<file path="src/rtl/tick_gen_if.sv">
// tick_gen_if: control/status bundle for tick_gen; master drives enables, starts and config writes.
interface tick_gen_if #(
    parameter int WIDTH = 27,
    parameter int NCH   = 4,
    parameter int CHW   = 2
);
    logic [NCH-1:0]   en;
    logic [NCH-1:0]   start;
    logic             wr_en;
    logic [CHW-1:0]   wr_ch;
    logic [WIDTH-1:0] wr_div;
    logic             wr_oneshot;
    logic [NCH-1:0]   tick;
    logic [NCH-1:0]   sq;
    logic [NCH-1:0]   busy;
    modport master (output en, start, wr_en, wr_ch, wr_div, wr_oneshot, input tick, sq, busy);
    modport slave  (input en, start, wr_en, wr_ch, wr_div, wr_oneshot, output tick, sq, busy);
endinterface

</file>
<file path="src/rtl/tick_gen.sv">
// tick_gen: NCH independent programmable tick/square-wave channels with periodic and one-shot modes.
module tick_gen #(
    parameter int WIDTH       = 27,
    parameter int NCH         = 4,
    parameter int CHW         = 2,
    parameter int DEFAULT_DIV = 100_000_000
) (
    input logic       clk,
    input logic       reset,
    tick_gen_if.slave bus
);
    localparam logic [WIDTH-1:0] DEF = WIDTH'(DEFAULT_DIV);
    for (genvar g = 0; g < NCH; g++) begin : g_ch
        logic [WIDTH-1:0] cnt, div, last;
        logic             mode, tick_r, sq_r, busy_r;
        logic             wr_hit, run, fire;
        // divisors 0 and 1 both collapse to a terminal count of 0
        assign last   = (div > WIDTH'(1)) ? div - WIDTH'(1) : '0;
        assign wr_hit = bus.wr_en && bus.wr_ch == CHW'(g);
        assign run    = bus.en[g] && (!mode || busy_r);
        assign fire   = run && cnt == last;
        always_ff @(posedge clk) begin
            if (reset) begin
                cnt    <= '0;
                div    <= DEF;
                mode   <= 1'b0;
                tick_r <= 1'b0;
                sq_r   <= 1'b0;
                busy_r <= 1'b0;
            end else if (wr_hit) begin
                cnt    <= '0;
                div    <= bus.wr_div;
                mode   <= bus.wr_oneshot;
                tick_r <= 1'b0;
                sq_r   <= 1'b0;
                busy_r <= 1'b0;
            end else begin
                tick_r <= fire;
                sq_r   <= sq_r ^ fire;
                cnt    <= (bus.start[g] || fire) ? '0 : run ? cnt + WIDTH'(1) : cnt;
                busy_r <= mode && (bus.start[g] || (busy_r && !fire));
            end
        end
        assign bus.tick[g] = tick_r;
        assign bus.sq[g]   = sq_r;
        assign bus.busy[g] = busy_r;
    end
endmodule

</file>
<file path="src/flat_wrapper.sv">
// flat-port wrapper written by rule: the top's interface ports become plain ports
module tick_gen_flat 
#(
    parameter int WIDTH       = 27,
    parameter int NCH         = 4,
    parameter int CHW         = 2,
    parameter int DEFAULT_DIV = 100_000_000
)
  (clk, reset, bus_en, bus_start, bus_wr_en, bus_wr_ch, bus_wr_div, bus_wr_oneshot, bus_tick, bus_sq, bus_busy);
  tick_gen_if #(.WIDTH(WIDTH), .NCH(NCH), .CHW(CHW)) bus_i ();
  input logic clk;
  input logic reset;
  input wire logic [$bits(bus_i.en)-1:0] bus_en;
  input wire logic [$bits(bus_i.start)-1:0] bus_start;
  input wire logic [$bits(bus_i.wr_en)-1:0] bus_wr_en;
  input wire logic [$bits(bus_i.wr_ch)-1:0] bus_wr_ch;
  input wire logic [$bits(bus_i.wr_div)-1:0] bus_wr_div;
  input wire logic [$bits(bus_i.wr_oneshot)-1:0] bus_wr_oneshot;
  output wire logic [$bits(bus_i.tick)-1:0] bus_tick;
  output wire logic [$bits(bus_i.sq)-1:0] bus_sq;
  output wire logic [$bits(bus_i.busy)-1:0] bus_busy;
  assign bus_i.en = bus_en;
  assign bus_i.start = bus_start;
  assign bus_i.wr_en = bus_wr_en;
  assign bus_i.wr_ch = bus_wr_ch;
  assign bus_i.wr_div = bus_wr_div;
  assign bus_i.wr_oneshot = bus_wr_oneshot;
  assign bus_tick = bus_i.tick;
  assign bus_sq = bus_i.sq;
  assign bus_busy = bus_i.busy;
  tick_gen #(.WIDTH(WIDTH), .NCH(NCH), .CHW(CHW), .DEFAULT_DIV(DEFAULT_DIV)) u_core (.clk(clk), .reset(reset), .bus(bus_i));
endmodule
</file>
<file path="config.mk">
export PLATFORM = sky130hd
export DESIGN_NAME = tick_gen_flat
export DESIGN_NICKNAME = d
export VERILOG_FILES = /design/src/rtl/tick_gen_if.sv /design/src/rtl/tick_gen.sv /design/src/flat_wrapper.sv
export SDC_FILE = /design/constraint.sdc
export NUM_CORES = 1
export LEC_CHECK = 0
export CAP_MARGIN = 20
export CORE_MARGIN = 2
export CORE_UTILIZATION = 30
export CTS_BUF_LIST = sky130_fd_sc_hd__clkbuf_4 sky130_fd_sc_hd__clkbuf_8
export CTS_CLUSTER_DIAMETER = 100
export DETAILED_ROUTE_END_ITERATION = 16
export SETUP_SLACK_MARGIN = 0.1
export SLEW_MARGIN = 30
export SYNTH_ARGS = -nofsm -noshare
export SYNTH_HDL_FRONTEND = slang
export SYNTH_SLANG_ARGS = --single-unit
</file>
<file path="constraint.sdc">
create_clock -name clk -period 8.4 [get_ports clk]
set_input_delay 1.68 -clock clk [delete_from_list [all_inputs] [get_ports clk]]
set_output_delay 1.68 -clock clk [all_outputs]
set_load 0.02 [all_outputs]
</file>
# Word level (Yosys, flattened, before mapping)
# Index checks and enable logic that the tools add are counted.
[classes]
add_sub_neg = 8
magnitude_cmp = 4
eq_ne = 7
mux = 4
bitwise_logic = 4
n_reduce_logical = 49
[op_table]
columns = ["op", "n"]
rows = [
  ["$add 27x1->27 const B", 4],
  ["$eq 27x27->1", 4],
  ["$gt 27x1->1 const B", 4],
  ["$mux 27", 4],
  ["$sub 27x1->27 const B", 4],
  ["$logic_and 1x1->1", 20],
  ["$logic_or 1x1->1", 12],
  ["$reduce_or 3->1", 4],
  ["$logic_not 1->1", 8],
  ["$reduce_or 2->1", 4],
  ["$eq 2x2->1 const B", 2],
  ["$xor 1x1->1", 4],
  ["$eq 2x1->1 const B", 1],
  ["$logic_not 2->1", 1],
]
[word_totals]
reg_bits = 232
inputBits = 41
output_inout_bits = 12
elab_cells = 100

# Depth between registers and ports, before layout
# Gate-level depths: netlist of the first run.
[depth]
depth_word = 8
ltp_mapped = 14
mapped_depth_nobuf = 11

# Worst setup path after synthesis of the first run
# No wires, ideal clock.
[synth_path]
path_type = "input port to flip-flop"
start = "in bus_en[0]"
end = "reg u_core.g_ch[0].cnt[10]"
setup_ps = 132
arrival_ps = 3319
required_time_ps = 8268
slack_ps = 4949
stages = 9
n_path_buf = 2
path_cell_list = "o21ai_0 > nor4_1 > nand4b_1 > o21ai_0 > or4b_1 > clkbuf_1 > nor3_4 > buf_2 > nor3_1"
[synth_between]
elab_chain_cells = 4
[synth_lines]
columns = ["item", "line", "text"]
rows = [
  ["start: declaration", "flat_wrapper.sv:13", "input wire logic [$bits(bus_i.en)-1:0] bus_en;"],
  ["$logic_and 1x1->1 (*)", "tick_gen.sv:20", "assign run = bus.en[g] && (!mode || busy_r);"],
  ["$logic_and 1x1->1", "tick_gen.sv:21", "assign fire = run && cnt == last;"],
  ["$logic_or 1x1->1", "tick_gen.sv:40", "cnt <= (bus.start[g] || fire) ? '0 : run ? cnt + WIDTH'(1) : cnt;"],
  ["$reduce_or 3->1 (no source line)", "-", ""],
  ["end signal: assignment", "tick_gen.sv:40", ""],
  ["end: declaration", "tick_gen.sv:14", "logic [WIDTH-1:0] cnt, div, last;"],
]
# Every way passes the cells marked *; elsewhere a longest branch is shown, timed or not.
# A chain may end at the register's enable or synchronous reset.

# Worst setup path in the final report of the first run
[layout_path]
start = "reg u_core.g_ch[0].div[0]"
end = "reg u_core.g_ch[0].cnt[5]"
[layout_between]
elab_chain_cells = 6
elab_cells_between_ends = 7
classes_between = "1 x add/sub; 1 x order compare; 1 x eq/ne; 1 x mux; 3 x reduce/logical"
[layout_lines]
columns = ["item", "line", "text"]
rows = [
  ["start: declaration", "tick_gen.sv:14", ""],
  ["start signal: assignment", "tick_gen.sv:32", "div <= bus.wr_div;"],
  ["$sub 27x1->27 / $gt 27x1->1 (equally long branches)", "tick_gen.sv:18", "assign last = (div > WIDTH'(1)) ? div - WIDTH'(1) : '0;"],
  ["$mux 27 (*)", "tick_gen.sv:18", ""],
  ["$eq 27x27->1 (*)", "tick_gen.sv:21", ""],
  ["$logic_and 1x1->1 (*)", "tick_gen.sv:21", ""],
  ["$logic_or 1x1->1 (*)", "tick_gen.sv:40", ""],
  ["$reduce_or 3->1 (no source line) (*)", "-", ""],
]
# Marks and branches as above.

==> results of run 1 <==
[worst register-to-register path: stages (launching register included)]
cell and delay [ns]:
dfxtp_1 0.39, inv_1 0.10, ha_1 0.39, nor3b_1 0.62
nand4_1 0.21, xnor2_1 0.21, or4b_2 0.64, a21oi_1 0.15
o22ai_1 0.10, or4b_1 0.65, nor3_4 0.53, buf_8 0.23
nor3_1 0.06
[per-stage QoR]
step           setup slack (ns)  hold WS [ns]  power, µW  area, µm²   util
2_1_floorplan              4.95         0.429       1330      13900      -
3_3_place_gp               3.87         0.448       1410      14700  0.323
3_5_place_dp               3.78         0.463       1410      14800  0.324
4_1_cts                    3.91         0.472       2610      15700  0.344
5_1_grt                    3.66         0.486       2670      15700  0.345
6_report                   3.96         0.472       2580      15700  0.345
[flip-flops by register name, summed over array words and instances (netlist names)]
| signal | flops |
|---|---|
| u_core.g_ch.busy_r | 4 |
| u_core.g_ch.cnt | 108 |
| u_core.g_ch.div | 108 |
| u_core.g_ch.mode | 4 |
| u_core.g_ch.sq_r | 4 |
| u_core.g_ch.tick_r | 4 |
[placed cells by master, fill, tap and decap left out, types with 53 or more instances in the layout]
cell type / count
xnor2_1: 103
xor2_1: 95
dfxtp_1: 232
nor2_1: 197
nor3_1: 78
clkbuf_8: 55
nand2_1: 108
a22o_1: 53
o21ai_0: 55
nand3_1: 72
[logic make-up after synthesis]
group,share of synthesized area
DFF,0.334
and+or+nand+nor,0.287
adders and majority gates,0.0108
buffers and inverters,0.0468
xor gates and xnor gates,0.132
muxes,0.00891
AOI/OAI and AO/OA,0.180
[worst max path at each step]
stage                                        from                                  end  slack, ns
6_report       u_core.g_ch[0].div[0]$_SDFFE_PP0P_   u_core.g_ch[0].cnt[5]$_SDFFE_PP0P_       3.96
4_1_cts        u_core.g_ch[0].div[0]$_SDFFE_PP0P_  u_core.g_ch[0].cnt[22]$_SDFFE_PP0P_       3.91
3_5_place_dp                            bus_en[0]   u_core.g_ch[0].cnt[4]$_SDFFE_PP0P_       3.78
5_1_grt        u_core.g_ch[0].div[0]$_SDFFE_PP0P_  u_core.g_ch[0].cnt[22]$_SDFFE_PP0P_       3.66
2_1_floorplan                           bus_en[0]  u_core.g_ch[0].cnt[10]$_SDFFE_PP0P_       4.95
3_3_place_gp                            bus_en[2]   u_core.g_ch[2].cnt[1]$_SDFFE_PP0P_       3.87
[power by group]
group | switching, µW | leakage (µW) | internal [µW]
sequential | 35.0 | 0.00188 | 1120
clock | 499 | 0.000489 | 687
combinational | 146 | 0.00274 | 94.6
total | 679 | 0.00511 | 1900
[per-layer routing]
metal  vias to the layer above  global-route usage  share of wire
met2                       393               0.291           0.45
li1                       6222                   -              -
met1                      6191               0.243           0.46
met3                        93              0.0328          0.059
met4                         0              0.0671          0.032
met5                         -                   0              0
[area by class of cell]
| class | instances | area [µm²] | area share |
|---|---|---|---|
| multi-input cells | 1309 | 8650 | 0.550 |
| flip-flops and latches | 232 | 4640 | 0.295 |
| clock buffers | 64 | 825 | 0.0524 |
| well taps | 600 | 751 | 0.0478 |
| repair buffers | 60 | 588 | 0.0374 |
| inverters | 41 | 154 | 0.00979 |
| clock inverters | 10 | 105 | 0.00669 |
==> flow_metrics.env, run 1 <==
export IMPL_run_status="completed"
export IMPL_die_w_um=219
export IMPL_grtUsageTotal=0.182
export IMPL_die_outline_area_mm2=0.0481
export IMPL_synth_area_mm2=0.0139
export IMPL_drc=0
export IMPL_hold_path_end="u_core.g_ch[3].sq_r$_SDFF_PP0_"
export IMPL_cp_buffers_inverters=2
export IMPL_drt_pass1_iter_count=6
export IMPL_place_detailed_instances=2241
export IMPL_synth_top_cell_area_share=0.334
export IMPL_clock_sinks=232
export IMPL_max_rail_drop_vdd_uv=105
export IMPL_min_delay_path_class="reg -> reg"
export IMPL_yosys_cell_types=88
export IMPL_cell_chain_of_the_critical_path="inv_1 -> ha_1 -> nor3b_1 -> nand4_1 -> xnor2_1 -> or4b_2 -> a21oi_1 -> o22ai_1 -> or4b_1 -> nor3_4 -> buf_8 -> nor3_1"
export IMPL_worstPathArrival_ns=4.89
export IMPL_ant_nets=0
export IMPL_post_cts_setup_buffers=0
export IMPL_cp_num_cells=12
export IMPL_finalClockSkew_ns=0.0235
export IMPL_grt_max_degree=28
export IMPL_gp_congestion=0.946
export IMPL_synth_seq_cells=232
export IMPL_postSynthCellCount=1693
export IMPL_synth_net_count=1746
export IMPL_cts_buffers_inserted=42
export IMPL_synth_largest_area_cell="dfxtp_1"
export IMPL_report_final_setup_viol=0
export IMPL_synth_main_ff_cell="dfxtp_1"
export IMPL_antenna_found_initial=0
export IMPL_wl_per_cell_um=18.8
export IMPL_worst_r2r_endpoint="u_core.g_ch[0].cnt[5]$_SDFFE_PP0P_"
export IMPL_finalWirelength_um=43600
export IMPL_io_buffers=52
export IMPL_cpPeakStageDelay_ns=0.65
export IMPL_coreArea_mm2=0.0456
export IMPL_critical_path_endpoint_type="flop"
export IMPL_ys_top_cells_by_area="dfxtp_1, xnor2_1, xor2_1"
export IMPL_cts_htree_levels=2
export IMPL_max_slew_margin_rel=0.358
export IMPL_timing_reg2reg_worst_path_depth=12
export IMPL_diodes=0
export IMPL_timing_critical_path_fanout_max=15
export IMPL_clockRootBuffer="clkbuf_8"
export IMPL_vias_per_cell=5.57
export IMPL_initial_core_util=0.305
export IMPL_clk_pin_slew_worst_paths_ns=0.06
export IMPL_max_cap_violations=0
export IMPL_maxClockFrequency_mhz=225
export IMPL_dpl_hpwl_um=32500
export IMPL_drv_slew=0
export IMPL_vias_in_the_first_global_route=12340
export IMPL_cts_root_to_sink_buffers=3
export IMPL_starting_drt_drc_count=1011
export IMPL_number_of_enable_type_register_cells_in_the_synthesized_netlist=0
export IMPL_crit_reg2reg_launch="u_core.g_ch[0].div[0]$_SDFFE_PP0P_"
export IMPL_area_growth_synth_to_final_pct=13.0
export IMPL_clock_tree_from_tritoncts="yes"
export IMPL_ctsHoldBuffers=0
export IMPL_timing_hold_worst_start="u_core.g_ch[3].sq_r$_SDFF_PP0_"
export IMPL_fillerInstances=4739
export IMPL_grt_overflow=0
export IMPL_yosysSeqAreaShare=0.334
export IMPL_num_rows=78
export IMPL_cp_slowest_cell="or4b_1"
export IMPL_cp_top_family="simple AND/OR/NAND/NOR gates"
export IMPL_post_cts_resized_instances=0
export IMPL_count_of_vias_placed_by_the_detailed_router=12899
export IMPL_die_h_um=219
export IMPL_powerDensity_mw_per_mm2=164
export IMPL_grt_first_pass_wirelength_um=69200
export IMPL_synthesis_yosys_warnings=0
export IMPL_io_pins=53
export IMPL_finalWorstPathRequiredPeriod_ns=4.44
export IMPL_worst_hold_path_num_cells=2
export IMPL_synthMostInstantiatedCell="dfxtp_1"
export IMPL_worstPathRequired_ns=8.85
export IMPL_register_to_register_setup_slack_ns=3.96
export IMPL_period_share=0.528
export IMPL_setup_tns_final_ns=0
export IMPL_worst_pin_slew_ns=0.961
export IMPL_design_final_nets=1739
export IMPL_rsz0062_at_grt="false"
export IMPL_finalHoldViolations=0
export IMPL_post_route_cells_drive_above_1_share=0.0705
export IMPL_crit_type="reg -> reg"
export IMPL_synth_area_per_cell_um2=8.21
export IMPL_power_static_leakage_uw=0.00511
export IMPL_postSynth_asyncResetShare=0
export IMPL_startpoint_type_of_the_worst_setup_path="flop"
export IMPL_yosys_top_cells_count="dfxtp_1, nor2_1, nand2_1"
export IMPL_final_cells=2316
export IMPL_worst_skew_pair_late_latency_ns=0.60
(Power assumes the default switching activity.)
==> run 2: changes to the inputs <==
clock period = 3.6 ns   (was 8.4 ns; I/O delays follow)
==> run 2 against run 1 <==
  * Worst setup slack lost 3.8 ns
  * Flip-flop and latch count did not move
  * Power up 140%
  * Hold slack better by 0.0029 ns
  * Die area did not move
  * Global-route usage increased by 0.060 points
  * Highest routed layer unchanged
==> flow_metrics.env, run 2 (synthesis results as in run 1) <==
export IMPL_run_status="completed"
export IMPL_top_usage_layer="met2"
export IMPL_commonest_non_fill_non_tap_cell_in_the_layout="dfxtp_1"
export IMPL_fillerInstances=4725
export IMPL_grtUsageTotal=0.182
export IMPL_period_share=0.946
export IMPL_antenna_found_initial=1
export IMPL_top_regs="u_core.g_ch.cnt: 108 flops, u_core.g_ch.div: 108 flops"
export IMPL_timing_critical_path_fanout_max=13
export IMPL_ant_nets=0
export IMPL_grt_overflow=0
export IMPL_rsz0062_at_grt="true"
export IMPL_worstPathRequired_ns=4.09
export IMPL_setup_tns_final_ns=0
export IMPL_report_final_setup_viol=0
export IMPL_die_h_um=219
export IMPL_crit_reg2reg_launch="u_core.g_ch[3].div[0]$_SDFFE_PP0P_"
export IMPL_initial_core_util=0.305
export IMPL_gp_congestion=0.931
export IMPL_layout_core_utilization=0.361
export IMPL_global_route_usage_met3=0.0270
export IMPL_finalClockSkew_ns=0.0291
export IMPL_clockRootBuffer="clkbuf_8"
export IMPL_use_met2=0.302
export IMPL_clock_sinks=232
export IMPL_io_pins=53
export IMPL_highest_count_cells_in_the_layout_ignoring_fill_and_taps="dfxtp_1, nor2_1, nand2_1"
export IMPL_critical_path_endpoint_type="flop"
export IMPL_drt_pass1_iter_count=5
export IMPL_timing_hold_worst_start="u_core.g_ch[3].sq_r$_SDFF_PP0_"
export IMPL_power_sequential_fraction=0.435
export IMPL_worst_skew_pair_late_latency_ns=0.61
export IMPL_vias_per_cell=5.52
export IMPL_area_growth_synth_to_final_pct=18.4
export IMPL_vias_in_the_first_global_route=12414
export IMPL_power_static_leakage_uw=0.00552
export IMPL_die_outline_area_mm2=0.0481
export IMPL_cp_startpoint="u_core.g_ch[3].div[0]$_SDFFE_PP0P_"
export IMPL_powerDensity_mw_per_mm2=375
export IMPL_fin_area_mm2=0.0165
export IMPL_num_rows=78
export IMPL_finalWorstPathRequiredPeriod_ns=3.41
export IMPL_finalHoldViolations=0
export IMPL_starting_drt_drc_count=932
export IMPL_io_buffers=52
export IMPL_clk_pin_slew_worst_paths_ns=0.06
export IMPL_drv_slew=0
export IMPL_coreArea_mm2=0.0456
export IMPL_design_final_nets=1811
export IMPL_min_delay_path_class="reg -> reg"
export IMPL_power_internal_uw=4530
export IMPL_grt_first_pass_wirelength_um=69500
export IMPL_clock_tree_from_tritoncts="yes"
export IMPL_comb_power_share=0.102
export IMPL_cts_buffers_inserted=43
export IMPL_cts_htree_levels=2
export IMPL_ctsHoldBuffers=0
export IMPL_post_route_cells_drive_above_1_share=0.122
export IMPL_finalWirelength_um=44100
export IMPL_dpl_hpwl_um=32900
export IMPL_max_slew_margin_rel=0.467
export IMPL_drc=0
export IMPL_maxClockFrequency_mhz=294
export IMPL_grt_use_met1=0.242
export IMPL_max_cap_violations=0
export IMPL_max_rail_drop_vdd_uv=208
export IMPL_crit_type="reg -> reg"
export IMPL_wl_per_cell_um=18.4
export IMPL_cts_root_to_sink_buffers=3
export IMPL_die_w_um=219
export IMPL_grt_max_degree=28
export IMPL_placement_cell_area_mm2=0.0153
export IMPL_switchingPower_uw=1650
export IMPL_startpoint_type_of_the_worst_setup_path="flop"
export IMPL_worstPathArrival_ns=3.90
export IMPL_count_of_vias_placed_by_the_detailed_router=13225
export IMPL_power_switching_share=0.267
export IMPL_clockPowerShare=0.462
export IMPL_worst_pin_slew_ns=0.793
run 2: per-layer routing:
metal	wire, µm	vias to the layer above
met2	20300	405
met4	1060	0
met3	2640	86
li1	-	6371
met1	20100	6363
met5	0	-
run 2: path summary, 6_finish.rpt:
kind	end	slack (ns)	cells past startpoint
setup / recovery	u_core.g_ch[3].cnt[24]$_SDFFE_PP0P_	0.19	12
hold / removal	u_core.g_ch[3].sq_r$_SDFF_PP0_	0.48	2
setup reg to reg	u_core.g_ch[3].cnt[24]$_SDFFE_PP0P_	0.19	12
hold reg to reg	u_core.g_ch[3].sq_r$_SDFF_PP0_	0.48	2
run 2: area by class of cell:
class	instances	area, µm²	share of cell area
tap	600	751	0.0456
sequential	232	4640	0.282
clock inverter	17	144	0.00874
clock buffer	63	836	0.0508
multi-input combinational	1309	8760	0.532
timing repair buffer	131	1170	0.0710
inverter	41	154	0.00935
antenna	1	2.50	0.000152
run 2: per-stage QoR:
step,hold WS (ns),total power (µW),std cells,setup slack (ns)
floorplan,0.429,3090,1693,0.183
global placement,0.467,3340,2308,0.107
detailed placement,0.467,3350,2308,0.0692
CTS,0.482,6240,2390,0.101
global route,0.492,6410,2394,0.0738
finish,0.475,6170,2394,0.194
run 2: repair_timing:
item                                    in CTS  in global routing
cloned                                       0                  1
gates resized for setup                      3                 25
endpoints found under the setup margin      51                116
pin swaps                                    1                  9
setup buffers                                2                  2
run 2: power groups by stage:
stage	Clock (µW)	Sequential, µW	Combinational [µW]
global route	3040	2690	682
global placement	0	2740	602
CTS	2940	2680	614
detailed placement	0	2740	607
finish	2850	2690	631
floorplan	0	2710	381
run 2: worst max-delay path, stage by stage (launching register included):
cell and delay (ns):
dfxtp_1 0.36, inv_1 0.14, ha_1 0.22, or3b_2 0.56, nor4_2 0.27, nand2_1 0.11, mux2i_1 0.22, mux2_2 0.38
nor4b_1 0.35, o2111ai_2 0.24, nand2_2 0.19, clkbuf_16 0.19, nor2_1 0.05
==> run 3: changes to the inputs <==
CTS_CLUSTER_SIZE = 30   (was not set)
==> run 3 against run 2 <==
  * Sequential power about the same
  * Via count fell by 1.9%
  * First-iteration DRC count is 11% higher
  * Register-to-register slack worse by 0.03 ns
  * Combinational power rose by 1%
  * Global-route usage shrank 0.57 points
  * Utilization fell by 1.2 points
  * Clock skew is 0.012 ns higher
  * Sequential share of layout area is 0.99 points higher
  * Cell area down 3.3%
==> flow_metrics.env, run 3 (synthesis results as in run 1) <==
export IMPL_grt_first_pass_wirelength_um=68200
export IMPL_wl_per_cell_um=18.5
export IMPL_timing_critical_path_fanout_max=13
export IMPL_finalWorstPathRequiredPeriod_ns=3.44
export IMPL_rsz0062_at_grt="false"
export IMPL_worstPathArrival_ns=3.89
export IMPL_gp_congestion=0.931
export IMPL_highest_count_cells_in_the_layout_ignoring_fill_and_taps="dfxtp_1, nor2_1, nand2_1"
export IMPL_vias_per_cell=5.54
export IMPL_max_cap_violations=0
export IMPL_register_to_register_setup_slack_ns=0.16
export IMPL_area_growth_synth_to_final_pct=14.4
export IMPL_ant_nets=0
export IMPL_coreArea_mm2=0.0456
export IMPL_met3WireLength_um=2240
export IMPL_crit_type="reg -> reg"
export IMPL_num_rows=78
export IMPL_maxClockFrequency_mhz=291
export IMPL_report_final_setup_viol=0
export IMPL_cts_buffers_inserted=14
export IMPL_startpoint_type_of_the_worst_setup_path="flop"
export IMPL_met1_length_um=20400
export IMPL_hold_slack_ns=0.487
export IMPL_routed_wl_met2_um=20100
export IMPL_cts_root_to_sink_buffers=3
export IMPL_timing_reg2reg_worst_path_depth=13
export IMPL_die_w_um=219
export IMPL_cts_htree_levels=1
export IMPL_antenna_found_initial=1
export IMPL_initial_core_util=0.305
export IMPL_top_regs="u_core.g_ch.cnt: 108 flops, u_core.g_ch.div: 108 flops"
export IMPL_finalClockSkew_ns=0.0408
export IMPL_min_delay_path_class="reg -> reg"
export IMPL_max_slew_margin_rel=0.431
export IMPL_power_static_leakage_uw=0.00522
export IMPL_drc=0
export IMPL_io_buffers=52
export IMPL_drv_slew=0
export IMPL_setup_tns_final_ns=0
export IMPL_period_share=0.954
export IMPL_finalWirelength_um=43400
export IMPL_critical_path_endpoint_type="flop"
export IMPL_io_pins=53
export IMPL_grt_overflow=0
export IMPL_max_rail_drop_vdd_uv=252
export IMPL_grtUsageTotal=0.177
export IMPL_run_status="completed"
export IMPL_design_final_nets=1787
export IMPL_dpl_hpwl_um=32900
export IMPL_post_route_cells_drive_above_1_share=0.100
export IMPL_worst_skew_pair_late_latency_ns=0.57
export IMPL_clock_sinks=232
export IMPL_vias_in_the_first_global_route=12055
export IMPL_die_outline_area_mm2=0.0481
export IMPL_grt_max_degree=31
export IMPL_clk_pin_slew_worst_paths_ns=0.17
export IMPL_commonest_non_fill_non_tap_cell_in_the_layout="dfxtp_1"
export IMPL_p_total_uw=4730
export IMPL_layout_core_utilization=0.349
export IMPL_starting_drt_drc_count=1039
export IMPL_drt_pass1_iter_count=5
export IMPL_clock_tree_from_tritoncts="yes"
export IMPL_worstPathRequired_ns=4.05
export IMPL_worst_pin_slew_ns=0.847
export IMPL_clockRootBuffer="clkbuf_8"
export IMPL_finalHoldViolations=0
export IMPL_route_top_layer_used="met4"
export IMPL_powerDensity_mw_per_mm2=297
export IMPL_die_h_um=219
export IMPL_worst_hold_path_num_cells=2
export IMPL_count_of_vias_placed_by_the_detailed_router=12980
[run 3: power breakdown]
group          leakage (µW)  internal (µW)  switching, µW
Combinational       0.00318            270            368
Sequential          0.00188           2620           72.0
Clock              0.000161            469            934
Total               0.00522           3350           1370
[run 3: critical path, cell delays in order (launching register included)]
cell	delay (ns)
dfxtp_1	0.36
buf_4	0.16
nor4_1	0.45
nand4b_1	0.31
buf_4	0.23
nor3_1	0.41
nand3b_1	0.17
o211ai_1	0.14
nor4_2	0.28
nand4b_1	0.12
buf_4	0.18
o21ai_4	0.23
clkbuf_16	0.21
nor2_1	0.05
[run 3: worst paths after layout]
kind | from | endpoint
max reg2reg | u_core.g_ch[1].div[10]$_SDFFE_PP0P_ | u_core.g_ch[1].cnt[5]$_SDFFE_PP0P_
max | u_core.g_ch[1].div[10]$_SDFFE_PP0P_ | u_core.g_ch[1].cnt[5]$_SDFFE_PP0P_
min | u_core.g_ch[3].sq_r$_SDFF_PP0_ | u_core.g_ch[3].sq_r$_SDFF_PP0_
min reg2reg | u_core.g_ch[3].sq_r$_SDFF_PP0_ | u_core.g_ch[3].sq_r$_SDFF_PP0_
[run 3: final cells by class]
cell class,count,area [µm²]
Antenna cell,1,2.50
Clock buffer,17,228
Clock inverter,7,86.3
Fill cell,4752,29700
Inverter,41,154
Multi-Input combinational cell,1309,8820
Sequential cell,232,4650
Tap cell,600,751
Timing Repair Buffer,136,1220
[run 3: per-stage QoR]
stage                     worst slack (ns)  instances  cell area [µm²]
after global routing                0.0565       2343            15900
after global placement               0.107       2308            15300
after CTS                            0.113       2335            15600
after floorplan                      0.183       1693            13900
after detailed placement            0.0692       2308            15300
final                                0.164       2343            15900
[run 3: layer usage]
| metal | vias to the layer above | track usage |
|---|---|---|
| met4 | 0 | 0.0376 |
| met1 | 6251 | 0.244 |
| met5 | - | 0 |
| met3 | 51 | 0.0183 |
| li1 | 6297 | - |
| met2 | 381 | 0.296 |
[run 3: repair_timing]
action                                  4_1_cts  5_1_grt
gates cloned                                  0        2
endpoints found under the setup margin       50      116
pin swaps                                     2       15
endpoints found under the hold margin         0        0
gates resized for setup                       5       34
hold buffers                                  0        0
setup buffers                                 3        5
